<file path="config.mk">
export PLATFORM = sky130hd
export DESIGN_NAME = spi_burst_ram
export DESIGN_NICKNAME = d
export VERILOG_FILES = /design/src/rtl/shared_pkg.sv /design/src/rtl/spi_sp_ram_core.sv /design/src/rtl/spi_burst_ram.sv
export SDC_FILE = /design/constraint.sdc
export NUM_CORES = 2
export LEC_CHECK = 0
export ABC_AREA = 1
export BUFFER_PORTS_ARGS = -buffer_cell sky130_fd_sc_hd__buf_4
export CELL_PAD_IN_SITES_DETAIL_PLACEMENT = 1
export CELL_PAD_IN_SITES_GLOBAL_PLACEMENT = 2
export CORE_UTILIZATION = 34
export DETAILED_ROUTE_END_ITERATION = 16
export HOLD_SLACK_MARGIN = 0.05
export PLACE_DENSITY = 0.63
export SLEW_MARGIN = 10
export SYNTH_ARGS = -nofsm -noshare
export SYNTH_HDL_FRONTEND = slang
export SYNTH_SLANG_ARGS = --single-unit
export TNS_END_PERCENT = 50
</file>
<file path="constraint.sdc">
create_clock -name clk -period 5.4 [get_ports clk]
set_input_delay 1.62 -clock clk [delete_from_list [all_inputs] [get_ports clk]]
set_output_delay 1.62 -clock clk [all_outputs]
set_load 0.01 [all_outputs]
</file>
<file path="src/rtl/shared_pkg.sv">
// Shared definitions for the SPI burst RAM: command encoding, default
// geometry and the depth-aware address increment.
package shared_pkg;

  typedef enum logic [1:0] {
    WR_ADDR = 2'd0,
    WR_DATA = 2'd1,
    RD_ADDR = 2'd2,
    RD_DATA = 2'd3
  } control_e;

  localparam int DEF_MEM_DEPTH = 256;
  localparam int DEF_ADDR_SIZE = 8;
  localparam int DEF_MEM_WIDTH = 8;

  // Next address, wrapping at the last real word rather than at the
  // top of the address space so non-power-of-two depths stay dense.
  function automatic int unsigned wrap_inc(input int unsigned addr,
                                           input int unsigned depth);
    return (addr >= depth - 1) ? 0 : addr + 1;
  endfunction

endpackage

</file>
<file path="src/rtl/spi_sp_ram_core.sv">
// Bare single-port RAM: synchronous write, registered read, no reset on
// the array or the read register.
module spi_sp_ram_core #(
  parameter int MEM_DEPTH = 256,
  parameter int MEM_WIDTH = 8,
  parameter int IDX_W     = 8
) (
  input  logic                 clk,
  input  logic                 we,
  input  logic                 re,
  input  logic [IDX_W-1:0]     addr,
  input  logic [MEM_WIDTH-1:0] wdata,
  output logic [MEM_WIDTH-1:0] rdata
);

  logic [MEM_WIDTH-1:0] mem [MEM_DEPTH];

  // Array write and read register share the single address port.
  always_ff @(posedge clk) begin
    if (we) mem[addr] <= wdata;
    if (re) rdata <= mem[addr];
  end

endmodule

</file>
<file path="src/rtl/spi_burst_ram.sv">
// SPI-command driven RAM with burst addressing, tx back-pressure and
// sticky error flags. Wraps spi_sp_ram_core.
module spi_burst_ram
  import shared_pkg::*;
#(
  parameter int MEM_DEPTH = DEF_MEM_DEPTH,
  parameter int ADDR_SIZE = DEF_ADDR_SIZE,
  parameter int MEM_WIDTH = DEF_MEM_WIDTH,
  parameter bit AUTO_INC  = 1'b1,
  localparam int PAYLOAD_W = (ADDR_SIZE > MEM_WIDTH) ? ADDR_SIZE : MEM_WIDTH
) (
  input  logic                 clk,
  input  logic                 rst,
  input  logic [PAYLOAD_W+1:0] rx_data,
  input  logic                 rx_valid,
  output logic [MEM_WIDTH-1:0] tx_data,
  output logic                 tx_valid,
  input  logic                 tx_ready,
  output logic                 addr_err,
  output logic                 ovr_err
);

  localparam int IDX_W = (MEM_DEPTH > 1) ? $clog2(MEM_DEPTH) : 1;
  localparam logic [ADDR_SIZE:0] DEPTH_L = (ADDR_SIZE+1)'(MEM_DEPTH);

  control_e               cmd;
  logic [PAYLOAD_W-1:0]   payload;
  logic [ADDR_SIZE-1:0]   wr_addr, rd_addr;
  logic                   wr_oor, rd_oor;
  logic                   wr_cmd, rd_cmd, accept;
  logic                   wr_go, rd_go, rd_mem, ovr;
  logic                   zero_q;
  logic [ADDR_SIZE-1:0]   sel_addr;
  logic [MEM_WIDTH-1:0]   ram_rdata;

  assign cmd     = control_e'(rx_data[PAYLOAD_W+1:PAYLOAD_W]);
  assign payload = rx_data[PAYLOAD_W-1:0];

  assign wr_oor = {1'b0, wr_addr} >= DEPTH_L;
  assign rd_oor = {1'b0, rd_addr} >= DEPTH_L;

  assign accept = tx_valid && tx_ready;
  assign wr_cmd = rx_valid && (cmd == WR_DATA);
  assign rd_cmd = rx_valid && (cmd == RD_DATA);
  assign wr_go  = wr_cmd && !wr_oor;
  // A read may start when nothing is pending or the pending word leaves now.
  assign rd_go  = rd_cmd && (!tx_valid || accept);
  assign rd_mem = rd_go && !rd_oor;
  assign ovr    = rd_cmd && tx_valid && !accept;

  // Only one data command per cycle, so the port address follows the command.
  assign sel_addr = wr_cmd ? wr_addr : rd_addr;

  spi_sp_ram_core #(
    .MEM_DEPTH (MEM_DEPTH),
    .MEM_WIDTH (MEM_WIDTH),
    .IDX_W     (IDX_W)
  ) u_core (
    .clk   (clk),
    .we    (wr_go),
    .re    (rd_mem),
    .addr  (sel_addr[IDX_W-1:0]),
    .wdata (payload[MEM_WIDTH-1:0]),
    .rdata (ram_rdata)
  );

  // The RAM read register has no reset, so a zero mask covers both reset
  // and out-of-range reads.
  assign tx_data = zero_q ? '0 : ram_rdata;

  // Address registers: explicit loads and post-increment on in-range access.
  always_ff @(posedge clk or posedge rst) begin
    if (rst) begin
      wr_addr <= '0;
      rd_addr <= '0;
    end else begin
      if (rx_valid && cmd == WR_ADDR)
        wr_addr <= payload[ADDR_SIZE-1:0];
      else if (wr_go && AUTO_INC)
        wr_addr <= ADDR_SIZE'(wrap_inc(32'(wr_addr), MEM_DEPTH));
      if (rx_valid && cmd == RD_ADDR)
        rd_addr <= payload[ADDR_SIZE-1:0];
      else if (rd_mem && AUTO_INC)
        rd_addr <= ADDR_SIZE'(wrap_inc(32'(rd_addr), MEM_DEPTH));
    end
  end

  // Read handshake and sticky error flags.
  always_ff @(posedge clk or posedge rst) begin
    if (rst) begin
      tx_valid <= 1'b0;
      zero_q   <= 1'b1;
      addr_err <= 1'b0;
      ovr_err  <= 1'b0;
    end else begin
      if (rd_go) begin
        tx_valid <= 1'b1;
        zero_q   <= rd_oor;
      end else if (accept) begin
        tx_valid <= 1'b0;
      end
      if ((wr_cmd && wr_oor) || (rd_go && rd_oor)) addr_err <= 1'b1;
      if (ovr) ovr_err <= 1'b1;
    end
  end

endmodule

</file>
; Word level (Yosys, flattened, before mapping)
; Memory sizes are Yosys's and may differ from the RTL's. A register that Yosys moved wholly into a read port is not among the register bits.
; Cells that the tools add are included.
[word_totals]
register_bits = 19
ram_bits = 2048
out_inout_bits = 11
word_cells = 40
memories = 1
[mem_list]
columns = memory, words, word_bits, rd, rd_clocked_by_memory_dff, write_ports, line_no
row1 = u_core.mem, 256, 8, 1, 1, 1, spi_sp_ram_core.sv:16  ; logic [MEM_WIDTH-1:0] mem [MEM_DEPTH];
[classes]
n_addsub = 2
magnitude_cmp = 2
n_eq_ne = 3
n_mux = 12
n_reduce_logical = 15
[ops]
columns = operator, n
row1 = $mux W8, 8
row2 = $add A8 B1 Y8 const B, 2
row3 = $ge A8 B8 Y1 const B, 2
row4 = $logic_and A1 B1 Y1, 8
row5 = $reduce_bool A2 Y1, 3
row6 = $eq A2 B2 Y1 const B, 2
row7 = $mux W1, 4
row8 = $eq A2 B1 Y1 const B, 1
row9 = $logic_not A1 Y1, 2
row10 = $logic_not A2 Y1, 1
row11 = $logic_or A1 B1 Y1, 1

; Depth between registers and ports, before layout
[depth]
depth_word = 5
ltp_mapped = 19

; Cells and area by module
; Synthesis repeated with hierarchy kept, for this count alone.
[hier_totals]
hier_cells = 8221
hier_area_um2 = 86320.3
[modules_own_cells]
columns = mod, instances, cells_each, area_per_inst_um2, seq_area_each_um2
row1 = spi_sp_ram_core, 1, 8021, 84936.5, 61739.2
row2 = spi_burst_ram, 1, 200, 1383.8, 476.7

; Worst setup path before layout
; Ideal clock, no wire load.
[synth_path]
kind = input to register
startpoint = input port rx_data[8]
endpoint = memory u_core.mem[223][0], enable pin
setup_ns = 0.370
arrival_ns = 3.579
path_slack_ns = 1.451
path_stages = 14
n_path_buf = 5
cell_sequence = buf_2 nand3_4 inv_2 buf_6 nand2_1 o21ai_2 nor2_1 buf_2 buf_2 inv_2 nor2_1 nand2_1 buf_2 nor2_1
[synth_between]
elab_chain_len = 4
word_cells_on_any_way = 5
[synth_rtl]
columns = element, line_no
row1 = start: declaration, spi_burst_ram.sv:14  ; input logic [PAYLOAD_W+1:0] rx_data,
row2 = $eq A2 B1 Y1 *, spi_burst_ram.sv:43  ; assign wr_cmd = rx_valid && (cmd == WR_DATA);
row3 = $logic_and A1 B1 Y1 *, spi_burst_ram.sv:43
row4 = $mux W1, spi_sp_ram_core.sv:20  ; if (we) mem[addr] <= wdata;
row5 = $mux W1 (not written as such), spi_sp_ram_core.sv:20
row6 = end: declaration, spi_sp_ram_core.sv:16
; Mark *: on every way between the ends. The rest lies on a longest branch, timed or not.

; Final worst setup path
[layout_path]
startpoint = input port rx_data[9]
endpoint = register u_core.rdata[2], read port of u_core.mem (data pin)
[layout_between]
elab_chain_len = 3
word_cells_on_any_way = 6
[layout_rtl]
columns = element, line_no
row1 = $eq A2 B1 Y1 or $eq A2 B2 Y1 (tied branches), "spi_burst_ram.sv:43, spi_burst_ram.sv:44"
row2 = $logic_and A1 B1 Y1 (on tied branches), "spi_burst_ram.sv:43, spi_burst_ram.sv:44"
row3 = $mux W8 or $logic_and A1 B1 Y1 (tied branches), "spi_burst_ram.sv:52, spi_burst_ram.sv:47"
row4 = end: declaration, spi_sp_ram_core.sv:13  ; output logic [MEM_WIDTH-1:0] rdata
; Parallel ways exist; a longest one is shown, timed or not.
; A chain may end at the register's enable or synchronous reset.

==> results.md <==
- For this design the ratio of total power to cell area is 459 nW/um^2.
- Setup slack on the critical path of the routed design comes to 0.784 ns.
- The count of yosys warnings during synthesis is 0.
- Before antenna repair, the detailed router went through 7 iterations.
- The capturing element type of the critical path is a flip-flop.
- A synthesized cell averages 10.2 sq um.
- Summing all non-filler instances in the final layout gives an area of 103,000 sq um.
- The average wire per cell in the routed design is 24.1 um.
- Measured along the x axis, the die boundary spans 511 um.
- For this run, design rule violations remaining after detail routing come to 0.
- Setup violations remaining at the end of the flow were counted as 0.
- Of all flip-flops after synthesis, the portion carrying an async set or reset was 0.916%.
- The data arrival time of the worst path is 5.25 ns.
- At the pin with the least slew margin, the transition time is 1.29 ns.
- The number of max-slew violations in the final report came to 0.
- The predominant post-synthesis flop cell is edfxtp_1.
- The area growth from synthesis to layout is 17.5%.
- The path class of the tightest hold or removal check is flip-flop to flip-flop.
- In this run the worst path has a maximum fanout of 24.
- The depth of the CTS H-tree is 4.
- The count of flip-flops with a built-in enable after synthesis is 2,056.
- The number of global-route vias before repair is 64,400.
- The TritonCTS clock tree is built.
- The buffer type at the clock tree root is clkbuf_16.
- For this run the aggregate overflow at the end of global routing stands at 0.
- The routed layout has 61,800 vias.
- The fraction of final layout cells sized beyond drive strength 1 is 10.8%.
- For the worst setup path, the data required time is 6.03 ns.
- The worst clock skew on the final layout is 0.0407 ns.
- In the post-synthesis netlist, the biggest area contributors are edfxtp_1, nand2_1, nor2_1.
- In the finished design, the share of the clock period the worst path needs comes to 85.5%.
- The time the worst path needs with I/O delays and setup is 4.62 ns.
- The headroom to the max-slew limit is 13.6%.
- Among the stages of the critical path, the cell type that occurs most often is nand2_1.
- The post-detailed-placement cell area is 96,000 sq um.
- The first global-routing pass estimated 445,000 um of wire.
- The number of gates resized after cts is 0.
- The critical setup path kind is primary input to flip-flop.
- The total global routing track utilization is 23.2%.
- Static timing analysis puts the maximum clock frequency at 217 MHz.
- Synthesis produced 8,647 cells.
- Clock-pin slew was measured on the worst setup and hold paths at 0.06 ns.
- The initial antenna violation count came to 16.
- For this block, the routed nets add up to 304,000 um of wire.
- The final weighted congestion of routability-driven global placement is 0.804.
- When the netlist entered floorplanning its net count stood at 8,663.
- The clock buffer count from CTS is 231.
- The share of synthesized area in the top cell type comes to 70.1%.
- For the final routed database, the setup TNS stands at 0 ns.
- The flow ran to the end, and the final reports show no timing, DRC or antenna violations.
- Setup slack on the worst reg-to-reg path comes out at 1.44 ns.
- Counting along the longest clock path gives a buffer depth of 3.
- After clock tree synthesis, the flow added hold-fix buffers numbering 0.
- The smallest hold slack is 0.487 ns.
- After the first detailed-routing iteration, the DRC count stood at 4,409.
- For this design the top-level I/O count stands at 25.
- The total area inside the core boundary comes to 257,000 sq um.
- The signal on the critical path passes through buf_4 > inv_1 > nand3_4 > nand2_2 > nand2_4 > buf_12 > buf_12 > buf_4 > nand2_1 > nand2_1 > nand2_1 > nand3_1 > nand2_1 > nand2_1 > o21ai_1 > nand2_1 > nor2_1 > nor2_1 > nor2_1 > nand2_1.
- After the flow finishes, the layout carries non-filler instances totaling 12,600.
- Counting instances in the post-synthesis netlist gives the leading cell types as nand2_1, edfxtp_1, nor2_1.
- Summed over all nets, the half-perimeter wirelength after detailed placement is 192,000 um.
- The max capacitance violation total is 0.
- Once the floorplan was initialized, standard cells occupied 34.2% of the core.
- Entering global routing, the biggest net connects 104 pins.
- Buffers added to address setup during post-CTS repair amount to 0.
- STA classifies the critical path startpoint as a primary input.
- The largest individual stage delay along the critical path comes from the cell o21ai_1.
- The count of nets left with antenna violations once routing finished came out at 0.
- The hold violation count in the final report is 0.
- Buffers placed on the I/O ports in this run total 23.
- The floorplan step set the die height to 511 um.
- In the routed layout, each cell is associated on average with a via count of 4.89.
- The number of buffers and inverters on the critical path is 5.
- Counting flops and latches in the post-synthesis netlist gives 2,075.
- The layout net count is 9,056.
- Timing analysis after detailed placement gives a worst setup slack of -0.126 ns.
- The worst vdd rail ir drop is 0.310 mV.
- The kind of cell adding the most delay to the critical path is simple AND/OR/NAND/NOR gates.
- The die covers 261,000 sq um.
- The static leakage power is 42.5 nW.
- In this design, the stage delay of the slowest critical-path cell is 0.33 ns.
- For this run, the register share of the synthesized area comes to 70.7%.
- In this run, placement finished with an instance count of 12,200.
- Setup repair after global routing left no endpoint under its margin.
- The library cell with the highest instance count after synthesis is nand2_1.
- For the worst-skew pair, the clock arrives at the later sink with an insertion delay of 0.88 ns.
- After floorplanning, the core was divided into 186 placement rows.
- The synthesized design spends more area on one cell type than any other, namely edfxtp_1.
- The overall power consumption is 47.5 mW.
- The number of distinct library cell variants in the gate-level netlist after synthesis is 40.
- The final standard cell utilization of the core is 40.2%.
- The mapped netlist covers 88,000 sq um.
- The total clock sinks is 2,075.
kinds of logic (layout without fill, tap and decap cells):
logic type | after synthesis | count (layout) | share of synthesized area, %
compound gates | 172 | 172 | 1.04
xor+xnor | 3 | 3 | 0.0299
fa+ha+maj | 2 | 2 | 0.0284
buf+inv | 534 | 1121 | 2.78
flops | 2075 | 2075 | 70.7
other cells | 1 | 6 | 0.00426
simple gates | 5860 | 5860 | 25.4
cell type report:
cell class	instances	area, sq um
clock inverter	143	1450
fill	28200	154000
clock buffer	284	6020
antenna	5	12.5
timing repair buffer	624	5760
inverter	70	270
sequential	2075	62200
multi-input combinational	6038	23500
tap	3384	4230
placed cells by master, fill, tap and decap left out, types with 3 or more instances in the layout:
master and instances:
o21ai_1 130, inv_6 3, nand3_1 265, nand4_1 3, edfxtp_1 2056, buf_12 81, clkinvlp_4 10, bufinv_16 25
dfrtp_1 18, o21ai_2 3, nor2_2 3, clkinv_2 41, buf_8 8, nor2_1 381, a22oi_1 3, buf_4 535
o21ai_0 10, nand2_1 5172, inv_1 58, a21oi_1 11, clkbuf_16 233, clkbuf_1 51, inv_16 3, o211ai_1 3
inv_2 10, nor2_4 8, nand2_2 17, a31oi_1 3, clkinv_1 57, nor3_1 5, diode_2 5, clkinv_16 3
registers in the layout (all words and copies together), names as in the netlist:
| signal | flops |
|---|---|
| u_core.mem | 2048 |
| zero_q | 1 |
| wr_addr | 8 |
| rd_addr | 8 |
| u_core.rdata | 8 |
| tx_valid | 1 |
| ovr_err | 1 |
report_power, final:
part	internal [mW]	switching (mW)	total [mW]
sequential	17.8	0.0810	17.9
combinational	3.82	10.0	13.8
clock	9.08	6.66	15.7
per-layer routing:
layer	wire (um)	track usage [%]	vias to the layer above
met1	141000	32.0	31400
met3	11100	2.92	349
met5	0	0	-
li1	-	-	29100
met4	5990	5.13	0
met2	146000	38.8	986
worst paths after layout:
kind,cells past startpoint,startpoint,to
worst min-delay path,1,ovr_err,ovr_err
worst max register to register,18,wr_addr[0],u_core.rdata[2]
worst max-delay path,20,rx_data[9],u_core.rdata[2]
worst min register to register,1,ovr_err,ovr_err
max in group asynchronous,3,rst,wr_addr[3]
min in group asynchronous,3,rst,wr_addr[4]
Note: power is estimated with default switching activity, not from simulation.
